**src/rtl/game_pkg.sv**
```systemverilog
`default_nettype none
// ============================================================================
// Module      : game_pkg
// Description : Shared playfield geometry, tile code constants, FSM state
//               encoding and the game-state snapshot record used by the
//               frame serializer and any downstream tile consumer.
// Revision    : 1.0  initial release
// ============================================================================
package game_pkg;

    // Playfield geometry (columns x rows)
    localparam int GRID_W = 20;
    localparam int GRID_H = 15;

    localparam int NUM_ENEMIES = 3;

    // Tile codes carried on tile_code
    localparam logic [2:0] TILE_EMPTY  = 3'd0;
    localparam logic [2:0] TILE_PLAYER = 3'd1;
    localparam logic [2:0] TILE_BULLET = 3'd2;
    localparam logic [2:0] TILE_ENEMY  = 3'd3;
    localparam logic [2:0] TILE_HIT    = 3'd4;

    typedef enum logic [0:0] {
        ST_IDLE   = 1'b0,
        ST_STREAM = 1'b1
    } state_t;

    // Game state frozen at frame_start; every tile of a frame is
    // classified against this copy only.
    typedef struct packed {
        logic [4:0]                  player_x;
        logic [3:0]                  player_y;
        logic [4:0]                  bullet_x;
        logic [3:0]                  bullet_y;
        logic                        bullet_active;
        logic [NUM_ENEMIES-1:0][4:0] enemy_x;
        logic [NUM_ENEMIES-1:0][3:0] enemy_y;
        logic [NUM_ENEMIES-1:0]      enemy_active;
    } snapshot_t;

    // An object occupies (col,row) only when it is active and its own
    // coordinate lies inside the playfield; off-field objects never match.
    function automatic logic cell_match(
        input logic [4:0] obj_x,
        input logic [3:0] obj_y,
        input logic       obj_active,
        input logic [4:0] col,
        input logic [3:0] row,
        input logic [4:0] col_max,
        input logic [3:0] row_max
    );
        return obj_active && (obj_x <= col_max) && (obj_y <= row_max) &&
               (obj_x == col) && (obj_y == row);
    endfunction

endpackage : game_pkg
`default_nettype wire

```
**src/rtl/tile_classifier.sv**
```systemverilog
`default_nettype none
// ============================================================================
// Module      : tile_classifier
// Description : Combinational tile code for one playfield cell, derived from
//               the frozen game-state snapshot.
//   Ports:
//     col       in   5   cell column
//     row       in   4   cell row
//     snap      in   --  game-state snapshot
//     tile_code out  3   EMPTY/PLAYER/BULLET/ENEMY/HIT
// Revision    : 1.0  initial release
// ============================================================================
module tile_classifier
    import game_pkg::*;
#(
    parameter int GRID_W = game_pkg::GRID_W,
    parameter int GRID_H = game_pkg::GRID_H
) (
    input  logic [4:0] col,
    input  logic [3:0] row,
    input  snapshot_t  snap,
    output logic [2:0] tile_code
);

    localparam logic [4:0] c_COL_MAX = 5'(GRID_W - 1);
    localparam logic [3:0] c_ROW_MAX = 4'(GRID_H - 1);

    logic                   w_player_hit;
    logic                   w_bullet_hit;
    logic [NUM_ENEMIES-1:0] w_enemy_hit;

    // The player has no valid flag: it is always present on the field.
    assign w_player_hit = cell_match(snap.player_x, snap.player_y, 1'b1,
                                     col, row, c_COL_MAX, c_ROW_MAX);
    assign w_bullet_hit = cell_match(snap.bullet_x, snap.bullet_y, snap.bullet_active,
                                     col, row, c_COL_MAX, c_ROW_MAX);

    generate
        for (genvar gi = 0; gi < NUM_ENEMIES; gi++) begin : g_enemy
            assign w_enemy_hit[gi] = cell_match(snap.enemy_x[gi], snap.enemy_y[gi],
                                                snap.enemy_active[gi],
                                                col, row, c_COL_MAX, c_ROW_MAX);
        end
    endgenerate

    // Player outranks everything; a bullet sharing a cell with any enemy
    // is reported as a hit rather than as either object alone.
    always_comb begin
        tile_code = TILE_EMPTY;
        if (w_player_hit) begin
            tile_code = TILE_PLAYER;
        end else if (w_bullet_hit && (|w_enemy_hit)) begin
            tile_code = TILE_HIT;
        end else if (w_bullet_hit) begin
            tile_code = TILE_BULLET;
        end else if (|w_enemy_hit) begin
            tile_code = TILE_ENEMY;
        end
    end

endmodule : tile_classifier
`default_nettype wire

```
**src/rtl/game_frame_serializer.sv**
```systemverilog
`default_nettype none
// ============================================================================
// Module      : game_frame_serializer
// Description : On frame_start, freezes the game state and streams one tile
//               word per playfield cell in row-major order over a
//               valid/ready handshake.
//   Ports:
//     clk, rst                 in   clock, async active-high reset
//     frame_start              in   request one frame
//     player_x/y               in   5/4 player cell
//     bullet_x/y/active        in   5/4/1 bullet cell and valid
//     enemyN_x/y/active (0..2) in   5/4/1 enemy cells and valids
//     tile_valid/tile_ready    out/in handshake
//     tile_x/tile_y/tile_code  out  5/4/3 current tile
//     tile_last                out  final tile of frame
//     busy                     out  frame streaming
//     frame_done               out  pulse after last tile accepted
//     frame_count              out  8-bit completed-frame counter
//     overrun                  out  sticky: frame_start while busy
// Revision    : 1.0  initial release
// ============================================================================
module game_frame_serializer
    import game_pkg::*;
#(
    parameter int GRID_W = game_pkg::GRID_W,
    parameter int GRID_H = game_pkg::GRID_H
) (
    input  logic       clk,
    input  logic       rst,
    input  logic       frame_start,
    input  logic [4:0] player_x,
    input  logic [3:0] player_y,
    input  logic [4:0] bullet_x,
    input  logic [3:0] bullet_y,
    input  logic       bullet_active,
    input  logic [4:0] enemy0_x,
    input  logic [3:0] enemy0_y,
    input  logic       enemy0_active,
    input  logic [4:0] enemy1_x,
    input  logic [3:0] enemy1_y,
    input  logic       enemy1_active,
    input  logic [4:0] enemy2_x,
    input  logic [3:0] enemy2_y,
    input  logic       enemy2_active,
    output logic       tile_valid,
    input  logic       tile_ready,
    output logic [4:0] tile_x,
    output logic [3:0] tile_y,
    output logic [2:0] tile_code,
    output logic       tile_last,
    output logic       busy,
    output logic       frame_done,
    output logic [7:0] frame_count,
    output logic       overrun
);

    localparam logic [4:0] c_COL_LAST = 5'(GRID_W - 1);
    localparam logic [3:0] c_ROW_LAST = 4'(GRID_H - 1);

    state_t     state_q,       state_d;
    logic [4:0] col_q,         col_d;
    logic [3:0] row_q,         row_d;
    snapshot_t  snap_q,        snap_d;
    logic       frame_done_q,  frame_done_d;
    logic [7:0] frame_count_q, frame_count_d;
    logic       overrun_q,     overrun_d;

    snapshot_t  w_live;
    logic [2:0] w_cls_code;
    logic       w_hs;
    logic       w_at_last;

    // Live game inputs gathered into snapshot layout for capture
    always_comb begin
        w_live                 = '0;
        w_live.player_x        = player_x;
        w_live.player_y        = player_y;
        w_live.bullet_x        = bullet_x;
        w_live.bullet_y        = bullet_y;
        w_live.bullet_active   = bullet_active;
        w_live.enemy_x[0]      = enemy0_x;
        w_live.enemy_y[0]      = enemy0_y;
        w_live.enemy_active[0] = enemy0_active;
        w_live.enemy_x[1]      = enemy1_x;
        w_live.enemy_y[1]      = enemy1_y;
        w_live.enemy_active[1] = enemy1_active;
        w_live.enemy_x[2]      = enemy2_x;
        w_live.enemy_y[2]      = enemy2_y;
        w_live.enemy_active[2] = enemy2_active;
    end

    tile_classifier #(
        .GRID_W (GRID_W),
        .GRID_H (GRID_H)
    ) u_tile_classifier (
        .col       (col_q),
        .row       (row_q),
        .snap      (snap_q),
        .tile_code (w_cls_code)
    );

    assign w_hs      = tile_valid && tile_ready;
    assign w_at_last = (col_q == c_COL_LAST) && (row_q == c_ROW_LAST);

    // Next-state logic
    always_comb begin
        state_d       = state_q;
        col_d         = col_q;
        row_d         = row_q;
        snap_d        = snap_q;
        frame_done_d  = 1'b0;
        frame_count_d = frame_count_q;
        overrun_d     = overrun_q;

        case (state_q)
            ST_IDLE: begin
                if (frame_start) begin
                    snap_d  = w_live;
                    col_d   = 5'd0;
                    row_d   = 4'd0;
                    state_d = ST_STREAM;
                end
            end
            ST_STREAM: begin
                // A request mid-frame cannot be honoured; flag it and keep going.
                if (frame_start) begin
                    overrun_d = 1'b1;
                end
                if (w_hs) begin
                    if (w_at_last) begin
                        state_d       = ST_IDLE;
                        col_d         = 5'd0;
                        row_d         = 4'd0;
                        frame_done_d  = 1'b1;
                        frame_count_d = frame_count_q + 8'd1;
                    end else if (col_q == c_COL_LAST) begin
                        col_d = 5'd0;
                        row_d = row_q + 4'd1;
                    end else begin
                        col_d = col_q + 5'd1;
                    end
                end
            end
            default: begin
                state_d = ST_IDLE;
            end
        endcase
    end

    always_ff @(posedge clk or posedge rst) begin
        if (rst) begin
            state_q       <= ST_IDLE;
            col_q         <= 5'd0;
            row_q         <= 4'd0;
            snap_q        <= '0;
            frame_done_q  <= 1'b0;
            frame_count_q <= 8'd0;
            overrun_q     <= 1'b0;
        end else begin
            state_q       <= state_d;
            col_q         <= col_d;
            row_q         <= row_d;
            snap_q        <= snap_d;
            frame_done_q  <= frame_done_d;
            frame_count_q <= frame_count_d;
            overrun_q     <= overrun_d;
        end
    end

    // Tile fields come straight from the scan counters and snapshot, so
    // they cannot move while a tile is stalled. Code/last are forced to
    // zero outside a frame: an all-zero snapshot would otherwise show the
    // player at (0,0).
    assign tile_valid  = (state_q == ST_STREAM);
    assign busy        = (state_q == ST_STREAM);
    assign tile_x      = col_q;
    assign tile_y      = row_q;
    assign tile_code   = tile_valid ? w_cls_code : TILE_EMPTY;
    assign tile_last   = tile_valid && w_at_last;
    assign frame_done  = frame_done_q;
    assign frame_count = frame_count_q;
    assign overrun     = overrun_q;

endmodule : game_frame_serializer
`default_nettype wire

```
**config.mk**
```make
export PLATFORM = sky130hd
export DESIGN_NAME = game_frame_serializer
export DESIGN_NICKNAME = d
export VERILOG_FILES = /design/src/rtl/game_pkg.sv /design/src/rtl/tile_classifier.sv /design/src/rtl/game_frame_serializer.sv
export SDC_FILE = /design/constraint.sdc
export NUM_CORES = 1
export LEC_CHECK = 0
export ABC_AREA = 1
export BUFFER_PORTS_ARGS = -buffer_cell sky130_fd_sc_hd__buf_2
export CORE_ASPECT_RATIO = 0.5
export CORE_MARGIN = 2
export CORE_UTILIZATION = 45
export CTS_BUF_LIST = sky130_fd_sc_hd__clkbuf_8 sky130_fd_sc_hd__clkbuf_16
export CTS_CLUSTER_SIZE = 30
export DETAILED_ROUTE_END_ITERATION = 10
export GPL_ROUTABILITY_DRIVEN = 1
export PLACE_DENSITY = 0.69
export SETUP_SLACK_MARGIN = 0.05
export SLEW_MARGIN = 20
export SYNTH_ARGS = -nofsm -noshare
export SYNTH_HDL_FRONTEND = slang
export SYNTH_SLANG_ARGS = --single-unit
```
**constraint.sdc**
```tcl
create_clock -name clk -period 2.85 [get_ports clk]
set_input_delay 0.285 -clock clk [delete_from_list [all_inputs] [get_ports clk]]
set_output_delay 0.285 -clock clk [all_outputs]
set_load 0.005 [all_outputs]
```
==> metrics.txt <==
number of enable flip-flop cells after synthesis 0; GRT Resource Usage Total 23.93%; Max Clock Freq 385.5 MHz; global-route wire length before repair 16220 microns; CTS tree yes; Die W 133.4 microns; crit path DAT 2310 ps; Max Transition Viols Final 0; part of the power in combinational logic 32.1%; HP Class in -> reg; FP Rows 23; Maximum Capacitance Violations 0; Fin. Hold Viols 0; # diodes 0; Vias/cell 4.928; CORE AREA 8058 sq um; Syn Nets 551; IO Port Bufs 77; Peak VDD IR 0.5163 mV; H-tree depth 3; actual slew at the worst max-slew pin 698.4 ps; Critical Path Most Common Cell nand3_1; drt total wl 10060 microns; Die Area 9167 sq um; drt first pass iters 4; outcome complete, no violations; min Tclk post-route 2594 ps; Starting Density 46.77%; top cells by area, synth dfrtp_1 46%, nand2_1 19%, o21ai_0 6.0%, inv_1 4.9%, nor2_1 3.2%; Mean Syn Cell Area 7.660 sq um; skew final 4.264 ps; r2r startpoint tile_y[0]$_DFFE_PP0P_; Layout Nets 627; DR DRC count 0; post-synth cell types 37; Post-CTS Setup Inserts 0; root buf cell clkbuf_16; CP max FO 9; Relative slew margins 53.44%; crit share post-route 91.02%; CP cell instances inv_2 -> or2_2 -> nand3_1 -> nor2_1 -> nand3b_1 -> nand3_1 -> ha_1 -> inv_1 -> nor3_1 -> buf_2; setup violators final 0; total CTS buffers 9; Final Wtd Congestion 0.9357; Critical Path Source Type register; setup TNS 0 ps; Worst Path Required 2570 ps; CP endpoint kind output port; CTS max path bufs 2; drt wl/cell 14.68 microns; Ports 78; synthesis-stage register bit count 69; CP Class reg -> out; top_reg_cell synth dfrtp_1; Switch Pwr 0.001810 W; Final HPWL DP 7417 microns; fillcell total 807; clock slew at reported path FFs 60 ps; area fraction of the dominant cell type after synthesis 45.82%; RSZ-0062 raised after global routing no; Sw Ratio 38.91%; Cells after Synth 492; worst slack at placement 462.8 ps; synthesized area 3769 sq um; synth warn 0; Syn-to-layout area delta 21.91%; Int Power 0.002842 W; vias 3376; PwrDens 1012 nW/um^2; drt first-iter violations 235; CP max stage delay 510 ps; Crit-path slowest cell dfrtp_2; post-synth top area cell dfrtp_1; Post-synth ARST share 100.0%; layout cells sized above 1 21.29%; Leakage 2.358 nW; number of global-route vias before repair 3086; Setup WS post-layout 256.1 ps; latest clock arrival within the worst-skew pair 340 ps; die height 68.71 microns; post-route ant nets 0; register area share after synthesis 45.82%; crit path from tile_x[0]$_DFFE_PP0P_; clock share of power 27.8%; largest net degree at the start of global routing 50; Flop pwr share 40.0%; initial antenna violation count 0; CTS sink cnt 69; Hold Startpoint player_x[2]; Congestion Overflow GR 0
cell usage after synthesis, types with 5 or more instances:
cell type    n
a21oi_1      7
buf_2        9
buf_4        5
dfrtp_1     69
ha_1         6
inv_1       49
nand2_1    186
nand3_1     17
nand4_1     10
nor2_1      32
nor3_1       5
o21ai_0     45
o22ai_1      9
xnor2_1      9
xor2_1       5
metrics by stage:
step	std cells	hold slack (ps)	total power, W	utilization [%]	instance area (sq um)
floorplan	492	394.6	0.002818	-	3769
global placement	668	254.6	0.003308	52.50	4230
detailed placement	668	257.7	0.003326	52.50	4230
CTS	685	133.4	0.004638	56.96	4589
global route	685	146.4	0.004990	57.02	4594
finish	685	139.5	0.004651	57.02	4594
layer usage:
| metal | up-vias | share of wire (%) | track usage (%) |
|---|---|---|---|
| met5 | - | 0 | 0 |
| met4 | 0 | 1.2 | 6.649 |
| met3 | 15 | 8.5 | 8.041 |
| met2 | 126 | 40 | 35.76 |
| met1 | 1538 | 50 | 33.41 |
| li1 | 1697 | - | - |
layout by cell type (no fill, tap or decap), types with 2 or more instances in the layout:
master / count
bufinv_16: 3
nand4_1: 10
nor2_4: 2
xor2_1: 5
nor2_1: 32
dfrtp_2: 4
xnor2_1: 9
buf_2: 77
nor3_1: 5
inv_2: 4
inv_1: 48
buf_4: 4
o21ai_0: 45
nand2_8: 2
a21oi_1: 7
clkbuf_16: 9
nand3_1: 17
clkinv_4: 4
o22ai_1: 9
ha_1: 6
dfrtp_1: 65
nor2_2: 3
nand2_1: 186
final timing paths:
check / end / slack (ps) / depth (start not counted)
max: tile_code[1] / 260 / 10
min: snap_q[46]$_DFFE_PP0P_ / 140 / 3
max reg2reg: frame_count[2]$_DFFE_PP0P_ / 970 / 9
min reg2reg: snap_q[30]$_DFFE_PP0P_ / 490 / 2
max in group asynchronous: tile_x[3]$_DFFE_PP0P_ / 1680 / 4
min in group asynchronous: snap_q[22]$_DFFE_PP0P_ / 440 / 3
worst max-delay path: cells and delay by family (launching register included):
| kind | cells | cell delay (ps) |
|---|---|---|
| and+or+nand+nor | 6 | 830 |
| DFF | 1 | 510 |
| adders and majority gates | 1 | 290 |
| buffers and inverters | 3 | 330 |
power by group through the flow:
stage                     sequential, W  combinational [W]  clock (W)
after detailed placement        0.00185            0.00147          0
after global routing            0.00192            0.00171    0.00136
final                           0.00186            0.00149    0.00129
after floorplan                 0.00162            0.00120          0
after CTS                       0.00185            0.00148    0.00131
after global placement          0.00185            0.00146          0
what timing repair did:
action | 4_1_cts | 5_1_grt
hold buffers | 1 | 0
gates resized for setup | 0 | 4
setup endpoints to repair | 0 | 2
hold endpoints to repair | 13 | 0
cell type report:
cell class	instances	area (sq um)	area share, %
timing repair buffer	83	445.4	9.695
inverter	55	219.0	4.766
multi-input combinational	350	1709	37.20
tap	112	140.1	3.050
clock buffer	9	225.2	4.902
clock inverter	7	123.9	2.696
sequential	69	1732	37.69
registers in the layout (all words and copies together) (netlist names):
| signal | flops |
|---|---|
| snap_q | 49 |
| busy | 1 |
| tile_x | 5 |
| frame_count | 8 |
| tile_y | 4 |
| frame_done | 1 |
| overrun | 1 |
logic make-up after synthesis:
| kind of cell | count (synthesis) | share of synthesized area [%] |
|---|---|---|
| buffers and inverters | 73 | 8.831 |
| AND/OR/NAND/NOR | 266 | 31.18 |
| adder cells (fa/ha/maj) | 6 | 1.992 |
| flip-flops | 69 | 45.82 |
| XOR/XNOR | 14 | 3.254 |
| AO/OA/AOI/OAI | 64 | 8.931 |
Note: power is estimated with default switching activity, not from simulation.
